File: src/rtl/uart_receiver_parity.sv
// Parity UART receiver: start, 8 data bits LSB first, even parity, stop.
// Delivers each byte with parity/framing/overrun flags over valid/ready.
module uart_receiver_parity #(
  parameter int BIT_CLKS = 1
) (
  input  logic       clk,
  input  logic       rst,
  input  logic       d,
  input  logic       ready,
  output logic [7:0] dout,
  output logic       valid,
  output logic       parity_err,
  output logic       frame_err,
  output logic       overrun,
  output logic       busy
);

  localparam int HALF = (BIT_CLKS - 1) / 2;
  localparam logic [15:0] RELOAD = 16'(BIT_CLKS - 1);
  localparam logic [15:0] HALF_LD = 16'((HALF > 0) ? HALF - 1 : 0);

  typedef enum logic [2:0] {
    WAIT_HIGH,
    IDLE,
    START,
    DATA,
    PARITY,
    STOP
  } state_t;

  state_t      state;
  logic [15:0] clk_cnt;
  logic [2:0]  bit_cnt;
  logic [7:0]  shift;
  logic        par;
  logic        cnt_zero;

  assign cnt_zero = (clk_cnt == 16'd0);

  always_ff @(posedge clk or negedge rst) begin
    if (!rst) begin
      state      <= WAIT_HIGH;
      clk_cnt    <= 16'd0;
      bit_cnt    <= 3'd0;
      shift      <= 8'd0;
      par        <= 1'b0;
      dout       <= 8'd0;
      valid      <= 1'b0;
      parity_err <= 1'b0;
      frame_err  <= 1'b0;
      overrun    <= 1'b0;
      busy       <= 1'b0;
    end else begin
      if (valid && ready) valid <= 1'b0;
      unique case (state)
        WAIT_HIGH: begin
          if (d) state <= IDLE;
        end
        IDLE: begin
          if (!d) begin
            busy    <= 1'b1;
            bit_cnt <= 3'd0;
            if (HALF == 0) begin
              state   <= DATA;
              clk_cnt <= RELOAD;
            end else begin
              state   <= START;
              clk_cnt <= HALF_LD;
            end
          end
        end
        START: begin
          if (!cnt_zero) begin
            clk_cnt <= clk_cnt - 16'd1;
          end else if (!d) begin
            state   <= DATA;
            clk_cnt <= RELOAD;
            bit_cnt <= 3'd0;
          end else begin
            // start bit did not hold through mid-bit: treat as glitch
            state <= IDLE;
            busy  <= 1'b0;
          end
        end
        DATA: begin
          if (!cnt_zero) begin
            clk_cnt <= clk_cnt - 16'd1;
          end else begin
            shift   <= {d, shift[7:1]};
            clk_cnt <= RELOAD;
            bit_cnt <= bit_cnt + 3'd1;
            if (bit_cnt == 3'd7) state <= PARITY;
          end
        end
        PARITY: begin
          if (!cnt_zero) begin
            clk_cnt <= clk_cnt - 16'd1;
          end else begin
            par     <= d;
            clk_cnt <= RELOAD;
            state   <= STOP;
          end
        end
        STOP: begin
          if (!cnt_zero) begin
            clk_cnt <= clk_cnt - 16'd1;
          end else begin
            dout       <= shift;
            parity_err <= (par != ^shift);
            frame_err  <= ~d;
            overrun    <= valid & ~ready;
            valid      <= 1'b1;
            busy       <= 1'b0;
            // a low stop may be a break: wait for mark before hunting starts
            state      <= d ? IDLE : WAIT_HIGH;
          end
        end
        default: begin
          state <= WAIT_HIGH;
          busy  <= 1'b0;
        end
      endcase
    end
  end

endmodule

File: config.mk
export PLATFORM = sky130hd
export DESIGN_NAME = uart_receiver_parity
export DESIGN_NICKNAME = d
export VERILOG_FILES = /design/src/rtl/uart_receiver_parity.sv
export SDC_FILE = /design/constraint.sdc
export NUM_CORES = 1
export LEC_CHECK = 0
export ABC_AREA = 0
export BUFFER_PORTS_ARGS = -buffer_cell sky130_fd_sc_hd__buf_4
export CAP_MARGIN = 20
export CORE_MARGIN = 3
export CORE_UTILIZATION = 50
export CTS_CLUSTER_DIAMETER = 80
export DETAILED_ROUTE_END_ITERATION = 6
export GPL_TIMING_DRIVEN = 0
export PLACE_DENSITY = 0.67
export SETUP_SLACK_MARGIN = 0.05
export SYNTH_ARGS = -nofsm -noshare
export SYNTH_HDL_FRONTEND = slang
export SYNTH_SLANG_ARGS = --single-unit
File: constraint.sdc
create_clock -name clk -period 6.3 [get_ports clk]
set_input_delay 1.26 -clock clk [delete_from_list [all_inputs] [get_ports clk]]
set_output_delay 1.26 -clock clk [all_outputs]
set_load 0.01 [all_outputs]
==> impl_metrics.env, run 1 <==
export IMPL_critPathKind="input pin to register"
export IMPL_utilization=0.614
export IMPL_grt_max_degree=45
export IMPL_fp_dieArea_um2=5390
export IMPL_grt_pass1_vias=1682
export IMPL_skew_ps=5.48
export IMPL_worstReg2RegEnd="clk_cnt[14]"
export IMPL_gr_total_overflow=0
export IMPL_cts_buffer_depth=2
export IMPL_drive_gt1_frac=0.236
export IMPL_max_cap_violations=0
export IMPL_synth_top_area_share=0.484
export IMPL_r2r_cells=10
export IMPL_synthFlopType="dfrtp_1"
export IMPL_routabilityCongestion=0.851
export IMPL_syn_area_um2=2270
export IMPL_routed_via_count=1668
export IMPL_slew_violations=0
export IMPL_synth_area_per_cell_um2=11.0
export IMPL_status="completed"
export IMPL_seqCellArea_um2=1100
export IMPL_area_delta_synth_final_pct=13.4
export IMPL_dr_pass1_iters=4
export IMPL_rrSetupSlack_ps=3970
export IMPL_ctsHoldBuffers=0
export IMPL_fillers=372
export IMPL_leakagePower_nw=1.25
export IMPL_holdPathEnd="overrun"
export IMPL_post_cts_buffers=0
export IMPL_min_period_ps=2510
export IMPL_worst_ep_arrival_time_ps=2700
export IMPL_hold_depth=2
export IMPL_synth_edff_count=0
export IMPL_ys_seq_area_frac=0.484
export IMPL_wl_per_cell_um=17.1
export IMPL_post_cts_resized=0
export IMPL_critPathRequiredTime_ps=6500
export IMPL_cts_sink_count=44
export IMPL_antenna_cells=0
export IMPL_multiInputGateArea_um2=1080
export IMPL_synth_area_top_cells="dfrtp_1 (48%), mux2_2 (6.9%), xnor2_1 (3.9%)"
export IMPL_ys_async_sr_fraction=1.00
export IMPL_io_buffers=15
export IMPL_num_nets_final=236
export IMPL_cts_buffers=5
export IMPL_initial_core_util=0.541
export IMPL_io_pins=17
export IMPL_ys_types=47
export IMPL_cts_clk_slew_worst_paths_ps=80
export IMPL_synth_top_cells_by_count="dfrtp_1 (44), nand2_1 (16), mux2_2 (14)"
export IMPL_clock_latency_ps=300
export IMPL_slew_headroom=0.515
export IMPL_first_iter_violations=112
export IMPL_die_height_um=73.5
export IMPL_setup_viol=0
export IMPL_worst_pin_slew_ps=728
export IMPL_routed_wl_um=4760
export IMPL_synth_nets=214
export IMPL_peakVddDrop_uv=227
export IMPL_power_density_nw_per_um2=392
export IMPL_route_detailed_drc=0
export IMPL_hold_path_class="register to register"
export IMPL_antenna_found_initial=0
export IMPL_hold_viol=0
export IMPL_tns_ps=0
export IMPL_grt_usage=0.194
export IMPL_fp_dieW_um=73.5
export IMPL_tritoncts="done"
export IMPL_synth_warnings=0
export IMPL_dpl_hpwl_um=3370
export IMPL_viasPerCell=5.98
export IMPL_htree_levels=2
export IMPL_fmax_mhz=399
export IMPL_cp_start_kind="input pin"
export IMPL_synthesis_instances=207
export IMPL_rows=23
export IMPL_core_um2=4200
export IMPL_rsz0062_at_grt="false"
export IMPL_clockRootBuffer="clkbuf_8"
export IMPL_yosysTopAreaCell="dfrtp_1"
export IMPL_cp_max_fo=9
export IMPL_hp_start="overrun"
export IMPL_synthMostInstantiatedCell="dfrtp_1"
export IMPL_whs_ps=489
export IMPL_grt_pass1_wl_um=7920
export IMPL_r2r_start="clk_cnt[0]"
export IMPL_fin_total_pwr_mw=1.01
export IMPL_synth_seq_cells=44
export IMPL_end_kind="register"
export IMPL_drt_antenna_violating_nets=0
export IMPL_fin_crit_sh=0.398
[how the worst max path moves through the flow]
stage / start / to / slack [ps] / depth (start not counted)
floorplan: d / clk_cnt[6] / 3760 / 6
global placement: d / clk_cnt[6] / 3490 / 6
detailed placement: d / clk_cnt[6] / 3480 / 6
CTS: d / clk_cnt[6] / 3800 / 6
global route: d / clk_cnt[6] / 3650 / 6
finish: d / clk_cnt[6] / 3790 / 6
[where the power goes]
| part | switching [mW] | internal, mW |
|---|---|---|
| sequential | 0.0782 | 0.340 |
| clock | 0.0970 | 0.156 |
| combinational | 0.179 | 0.160 |
[registers in the layout (all words and copies together) (netlist names)]
register and cells:
par 1, clk_cnt 16, frame_err 1, bit_cnt 3, busy 1, shift 8, valid 1, state 3
dout 8, overrun 1, parity_err 1
[routing by layer]
layer	track usage	up-vias	part of all wire
met5	0	-	0
met4	0.0765	0	0.016
met3	0.0602	8	0.054
met2	0.283	38	0.47
met1	0.268	816	0.46
li1	-	806	-
[critical path, cell delays in order]
cell and delay (ps):
buf_1 200, a211oi_1 360, o21a_1 170, clkbuf_1 350, o22ai_1 130, a32o_1 220
[cells by family after synthesis]
kind of cell,after synthesis,synth area share
AOI/OAI and AO/OA,53,0.156
adders and majority gates,3,0.0165
buffers and inverters,15,0.0402
DFF,44,0.484
xor gates and xnor gates,11,0.0424
and+or+nand+nor,63,0.165
muxes,18,0.0957
[placed cells by master, fill, tap and decap left out, types with 2 or more instances in the layout]
master,n
a31o_2,2
o22ai_1,9
mux2_2,14
or3_1,2
dfrtp_1,44
buf_4,16
a22o_1,8
mux2_4,4
buf_6,4
ha_1,3
nor4_1,3
nor3_1,10
a21oi_1,8
nand2_1,16
o21ai_0,10
clkbuf_1,3
nand3_1,4
inv_1,5
nand2b_1,2
bufinv_16,2
a211oi_1,3
clkbuf_8,5
nor2b_1,4
nand4_1,3
xnor2_1,10
a21o_1,5
nor2_1,8
[metrics by stage]
stage	cells	area, µm²	worst slack [ps]
5_1_grt	279	2580	3650
2_1_floorplan	207	2270	3760
3_3_place_gp	272	2450	3490
4_1_cts	279	2580	3800
6_report	279	2580	3790
3_5_place_dp	272	2450	3480
[cell type report]
cell class,instances,area share
plain buffers,10,0.0281
clock buffers,5,0.0267
clock inverters,2,0.0233
inverters,5,0.00728
multi-input cells,148,0.420
flip-flops and latches,44,0.427
well taps,50,0.0243
repair buffers,15,0.0437
No activity file was read; power rests on OpenSTA's default activity.
==> run 2, diff against run 1 <==
==> constraint.sdc (replaced) <==
create_clock -name clk -period 2.4 [get_ports clk]
set_input_delay 0.48 -clock clk [delete_from_list [all_inputs] [get_ports clk]]
set_output_delay 0.48 -clock clk [all_outputs]
set_load 0.01 [all_outputs]
==> impl_metrics.env, run 2 (synthesized netlist as in run 1, its figures left out) <==
export IMPL_slowest_delay_ps=420
export IMPL_initial_core_util=0.541
export IMPL_tritoncts="done"
export IMPL_area_delta_synth_final_pct=14.2
export IMPL_final_cells=280
export IMPL_slew_headroom=0.632
export IMPL_path_cells="inv_1 > ha_1 > nor4b_4 > buf_4 > and4_1 > buf_4 > a21o_1 > buf_6 > buf_6 > a21oi_1 > a31o_2"
export IMPL_rrSetupSlack_ps=200
export IMPL_r2r_cells=11
export IMPL_final_common_cell="dfrtp_1"
export IMPL_hold_path_class="input pin to asynchronous set/reset pin"
export IMPL_die_height_um=73.5
export IMPL_first_iter_violations=84
export IMPL_cts_clk_slew_worst_paths_ps=80
export IMPL_worstReg2RegEnd="clk_cnt[10]"
export IMPL_largest_reg_flops=16
export IMPL_fin_total_pwr_mw=2.67
export IMPL_rows=23
export IMPL_viasPerCell=6.03
export IMPL_r2r_start="clk_cnt[0]"
export IMPL_peakVddDrop_uv=602
export IMPL_critPathKind="register to register"
export IMPL_grt_usage=0.194
export IMPL_slew_violations=0
export IMPL_end_kind="register"
export IMPL_worst_ep_arrival_time_ps=2400
export IMPL_fin_area_um2=2600
export IMPL_cts_sink_count=44
export IMPL_power_density_nw_per_um2=1030
export IMPL_cp_start_kind="register"
export IMPL_tns_ps=0
export IMPL_regMostFlops="clk_cnt"
export IMPL_critPathRequiredTime_ps=2590
export IMPL_crit_family="buffers and inverters"
export IMPL_fp_dieW_um=73.5
export IMPL_grt_pass1_wl_um=7920
export IMPL_critical_path_depth=11
export IMPL_htree_levels=2
export IMPL_gr_total_overflow=0
export IMPL_setup_viol=0
export IMPL_fmax_mhz=454
export IMPL_clock_latency_ps=300
export IMPL_cts_buffer_depth=2
export IMPL_num_nets_final=237
export IMPL_status="completed"
export IMPL_drt_antenna_violating_nets=0
export IMPL_dp_cells=272
export IMPL_slowest_stage="dfrtp_1"
export IMPL_crit_buf_inv=5
export IMPL_hold_viol=0
export IMPL_clockRootBuffer="clkbuf_8"
export IMPL_max_cap_violations=0
export IMPL_fp_dieArea_um2=5390
export IMPL_route_detailed_drc=0
export IMPL_fillers=371
export IMPL_skew_ps=5.25
export IMPL_cts_buffers=5
export IMPL_cp_max_fo=10
export IMPL_dpl_cell_area_um2=2450
export IMPL_grt_max_degree=45
export IMPL_final_cell_mix="dfrtp_1 (44), buf_4 (17), nand2_1 (16)"
export IMPL_wl_per_cell_um=17.3
export IMPL_leakagePower_nw=1.25
export IMPL_antenna_found_initial=0
export IMPL_grt_pass1_vias=1682
export IMPL_routed_via_count=1687
export IMPL_routabilityCongestion=0.851
export IMPL_routed_wl_um=4860
export IMPL_min_period_ps=2200
export IMPL_drive_gt1_frac=0.252
export IMPL_antenna_cells=0
export IMPL_rsz0062_at_grt="false"
export IMPL_core_um2=4200
export IMPL_fin_crit_sh=0.918
export IMPL_layout_setup_ws_ps=196
export IMPL_io_buffers=15
export IMPL_dr_pass1_iters=4
export IMPL_dpl_hpwl_um=3370
export IMPL_dp_slack_ps=112
export IMPL_io_pins=17
export IMPL_worst_pin_slew_ps=553
export IMPL_reg_largest_list="clk_cnt x16, dout x8, shift x8"
-- run 2: cell types whose count changed in the layout (fill, tap and decap cells not counted) --
cell     previous run  this run
a21oi_1             8         6
a21oi_2             0         2
buf_4              16        17
o21ai_1             1         0
o21ai_2             0         1
-- run 2: final cells by class --
class / instances / area, µm² / share of cell area
inverter: 5 / 18.8 / 0.00723
clock inverter: 2 / 60.1 / 0.0231
timing repair buffer: 16 / 120 / 0.0462
tap: 50 / 62.6 / 0.0241
clock buffer: 5 / 68.8 / 0.0265
multi-input combinational: 148 / 1090 / 0.421
buffer: 10 / 72.6 / 0.0279
sequential: 44 / 1100 / 0.424
-- run 2: how the worst max path moves through the flow --
stage / slack [ps] / start / end
final: 200 / clk_cnt[0] / clk_cnt[10]
after global routing: 40 / clk_cnt[1] / clk_cnt[6]
after CTS: 100 / clk_cnt[0] / clk_cnt[14]
after detailed placement: 110 / clk_cnt[1] / clk_cnt[11]
after global placement: 180 / clk_cnt[0] / clk_cnt[14]
after floorplan: 380 / clk_cnt[0] / dout[0]
-- run 2: through the flow --
| stage | utilization | hold slack (ps) |
|---|---|---|
| after floorplan | - | 184 |
| after global placement | 0.583 | 465 |
| after detailed placement | 0.583 | 475 |
| after CTS | 0.614 | 185 |
| after global routing | 0.618 | 205 |
| final | 0.618 | 162 |
-- run 2: routing by layer --
layer  vias up  routed length (µm)  global-route usage
met4         0                  65              0.0765
met3         7                 258              0.0602
met1       830                2190               0.268
li1        808                   -                   -
met2        42                2340               0.283
met5         -                   0                   0
-- run 2: power by group --
part | internal, mW | switching, mW | leakage, nW
clock | 0.410 | 0.253 | 0.0642
combinational | 0.429 | 0.476 | 0.620
sequential | 0.893 | 0.207 | 0.570
total | 1.73 | 0.937 | 1.25
-- run 2: what timing repair did --
item | CTS | global route
hold buffers | 0 | 0
gates resized for setup | 0 | 3
buffers inserted | 0 | 1
setup endpoints to repair | 0 | 28
==> run 3, diff against run 2 <==
--- a/config.mk
+++ b/config.mk
@@ -5,7 +5,7 @@
 export SDC_FILE = /design/constraint.sdc
 export NUM_CORES = 1
 export LEC_CHECK = 0
-export ABC_AREA = 0
+export ABC_AREA = 1
 export BUFFER_PORTS_ARGS = -buffer_cell sky130_fd_sc_hd__buf_4
 export CAP_MARGIN = 20
 export CORE_MARGIN = 3
==> impl_metrics.env, run 3 <==
export IMPL_ys_seq_area_frac=0.456
export IMPL_worst_ep_arrival_time_ps=2070
export IMPL_syn_area_um2=2420
export IMPL_synth_nets=326
export IMPL_dr_pass1_iters=4
export IMPL_cts_sink_count=44
export IMPL_tritoncts="done"
export IMPL_utilization=0.594
export IMPL_dpl_hpwl_um=3370
export IMPL_fp_dieArea_um2=5700
export IMPL_num_nets_final=348
export IMPL_setup_viol=0
export IMPL_cts_buffer_depth=2
export IMPL_fp_dieW_um=75.5
export IMPL_skew_ps=7.13
export IMPL_cts_clk_slew_worst_paths_ps=80
export IMPL_routed_wl_um=4560
export IMPL_swShare=0.460
export IMPL_post_cts_buffers=0
export IMPL_clockRootBuffer="clkbuf_8"
export IMPL_final_cells=393
export IMPL_slew_headroom=0.637
export IMPL_cp_max_fo=10
export IMPL_fmax_mhz=544
export IMPL_dp_cells=386
export IMPL_rrSetupSlack_ps=560
export IMPL_final_common_cell="nand2_1"
export IMPL_cp_start_kind="register"
export IMPL_min_period_ps=1840
export IMPL_hold_path_class="input pin to asynchronous set/reset pin"
export IMPL_grt_pass1_vias=1800
export IMPL_slew_violations=0
export IMPL_ys_types=30
export IMPL_max_cap_violations=0
export IMPL_synth_edff_count=0
export IMPL_synthFlopType="dfrtp_1"
export IMPL_synthesis_instances=319
export IMPL_reg_largest_list="clk_cnt x16, dout x8, shift x8"
export IMPL_leakagePower_nw=1.48
export IMPL_synthMostInstantiatedCell="nand2_1"
export IMPL_startpoint="clk_cnt[0]"
export IMPL_critPathKind="register to register"
export IMPL_io_buffers=15
export IMPL_worst_pin_slew_ps=545
export IMPL_drt_antenna_violating_nets=0
export IMPL_htree_levels=2
export IMPL_antenna_found_initial=0
export IMPL_grt_pass1_wl_um=7880
export IMPL_synth_area_top_cells="dfrtp_1 (46%), nand2_1 (18%), nand3_1 (4.8%)"
export IMPL_p_comb_frac=0.515
export IMPL_ctsHoldBuffers=0
export IMPL_rows=24
export IMPL_rsz0062_at_grt="false"
export IMPL_area_delta_synth_final_pct=10.7
export IMPL_final_cell_mix="nand2_1 (118), dfrtp_1 (44), inv_1 (30)"
export IMPL_status="completed"
export IMPL_first_iter_violations=121
export IMPL_p_sw_mw=1.47
export IMPL_fin_crit_sh=0.766
export IMPL_routed_via_count=1952
export IMPL_dpl_cell_area_um2=2590
export IMPL_peakVddDrop_uv=670
export IMPL_synth_top_area_share=0.456
export IMPL_synth_area_per_cell_um2=7.57
export IMPL_post_cts_resized=0
export IMPL_core_um2=4500
export IMPL_synth_seq_cells=44
export IMPL_power_frac_seq=0.348
export IMPL_tns_ps=0
export IMPL_end_kind="register"
export IMPL_wl_per_cell_um=11.6
export IMPL_hold_viol=0
export IMPL_power_density_nw_per_um2=1200
export IMPL_clock_latency_ps=290
export IMPL_synth_top_cells_by_count="nand2_1 (118), dfrtp_1 (44), inv_1 (30), nand3_1 (23), o21ai_0 (18)"
export IMPL_p_int_mw=1.73
export IMPL_io_pins=17
export IMPL_die_height_um=75.5
export IMPL_synth_warnings=0
export IMPL_grt_max_degree=45
export IMPL_r2r_start="clk_cnt[0]"
export IMPL_antenna_cells=0
export IMPL_route_detailed_drc=0
export IMPL_regMostFlops="clk_cnt"
export IMPL_gr_total_overflow=0
export IMPL_initial_core_util=0.536
export IMPL_p_clk_frac=0.137
export IMPL_cts_buffers=5
export IMPL_routabilityCongestion=0.845
export IMPL_viasPerCell=4.97
export IMPL_grt_usage=0.180
export IMPL_drive_gt1_frac=0.161
export IMPL_yosysTopAreaCell="dfrtp_1"
export IMPL_ys_async_sr_fraction=1.00
export IMPL_critPathRequiredTime_ps=2630
export IMPL_fin_area_um2=2680
export IMPL_largest_reg_flops=16
[run 3: cell types whose count changed after synthesis, sizes merged, moves of 5 or more]
| cell | before | now |
|---|---|---|
| inv | 5 | 35 |
| nor2 | 9 | 24 |
| xor2 | 1 | 8 |
| o22ai | 9 | 0 |
| nand2 | 16 | 126 |
| mux2 | 18 | 0 |
| o21ai | 11 | 29 |
| nand3 | 4 | 27 |
| nor3 | 10 | 3 |
| xnor2 | 10 | 2 |
| nor4 | 5 | 0 |
| a22o | 8 | 0 |
[run 3: per-layer routing]
| metal | global-route usage | up-vias | wire length (µm) |
|---|---|---|---|
| met4 | 0.0408 | 0 | 46 |
| met5 | 0 | - | 0 |
| met3 | 0.0435 | 6 | 148 |
| li1 | - | 1035 | - |
| met2 | 0.297 | 25 | 2180 |
| met1 | 0.239 | 886 | 2190 |
[run 3: cells by family (layout without fill, tap and decap cells)]
| family | Yosys count | after routing | share of synthesized area |
|---|---|---|---|
| XOR/XNOR | 10 | 10 | 0.0363 |
| flip-flops | 44 | 44 | 0.456 |
| AO/OA/AOI/OAI | 36 | 36 | 0.0813 |
| AND/OR/NAND/NOR | 184 | 184 | 0.341 |
| buffers and inverters | 42 | 64 | 0.0699 |
| adder cells (fa/ha/maj) | 3 | 3 | 0.0155 |
[run 3: power groups by stage]
stage / Combinational, mW / Sequential [mW] / Clock [mW]
after floorplan: 1.32 / 1.10 / 0
after detailed placement: 1.67 / 1.13 / 0
after CTS: 1.67 / 1.11 / 0.458
final: 1.65 / 1.11 / 0.438
after global placement: 1.63 / 1.12 / 0
after global routing: 1.90 / 1.15 / 0.483
[run 3: cell type report]
class,instances,area [µm²]
plain buffers,6,33.8
repair buffers,15,113
fillers,424,1830
clock inverters,2,12.5
multi-input cells,233,1150
well taps,52,65.1
clock buffers,5,68.8
flip-flops and latches,44,1100
inverters,36,135
[run 3: worst max-delay path: stages (launching register included)]
cell and delay (ps):
dfrtp_1 380, inv_1 90, ha_1 200, nand2_2 110
nor2_4 210, nand3_4 150, nand2_2 160, nand3_2 100
nand2_4 110, buf_6 140, nand2_1 50, nand2_1 60
[run 3: path summary, 6_finish.rpt]
path                                   end  cells past startpoint
min in group clk                clk_cnt[0]                      2
worst min register to register  clk_cnt[0]                      2
worst max register to register  clk_cnt[4]                     11
max in group asynchronous          dout[7]                      1
worst max-delay path            clk_cnt[4]                     11
worst min-delay path              state[0]                      1
[run 3: per-stage QoR]
| step | power (mW) | hold slack [ps] | worst slack (ps) |
|---|---|---|---|
| 2_1_floorplan | 2.42 | 184 | 816 |
| 5_1_grt | 3.53 | 202 | 325 |
| 6_report | 3.20 | 167 | 563 |
| 3_3_place_gp | 2.76 | 456 | 546 |
| 4_1_cts | 3.24 | 189 | 511 |
| 3_5_place_dp | 2.79 | 463 | 527 |
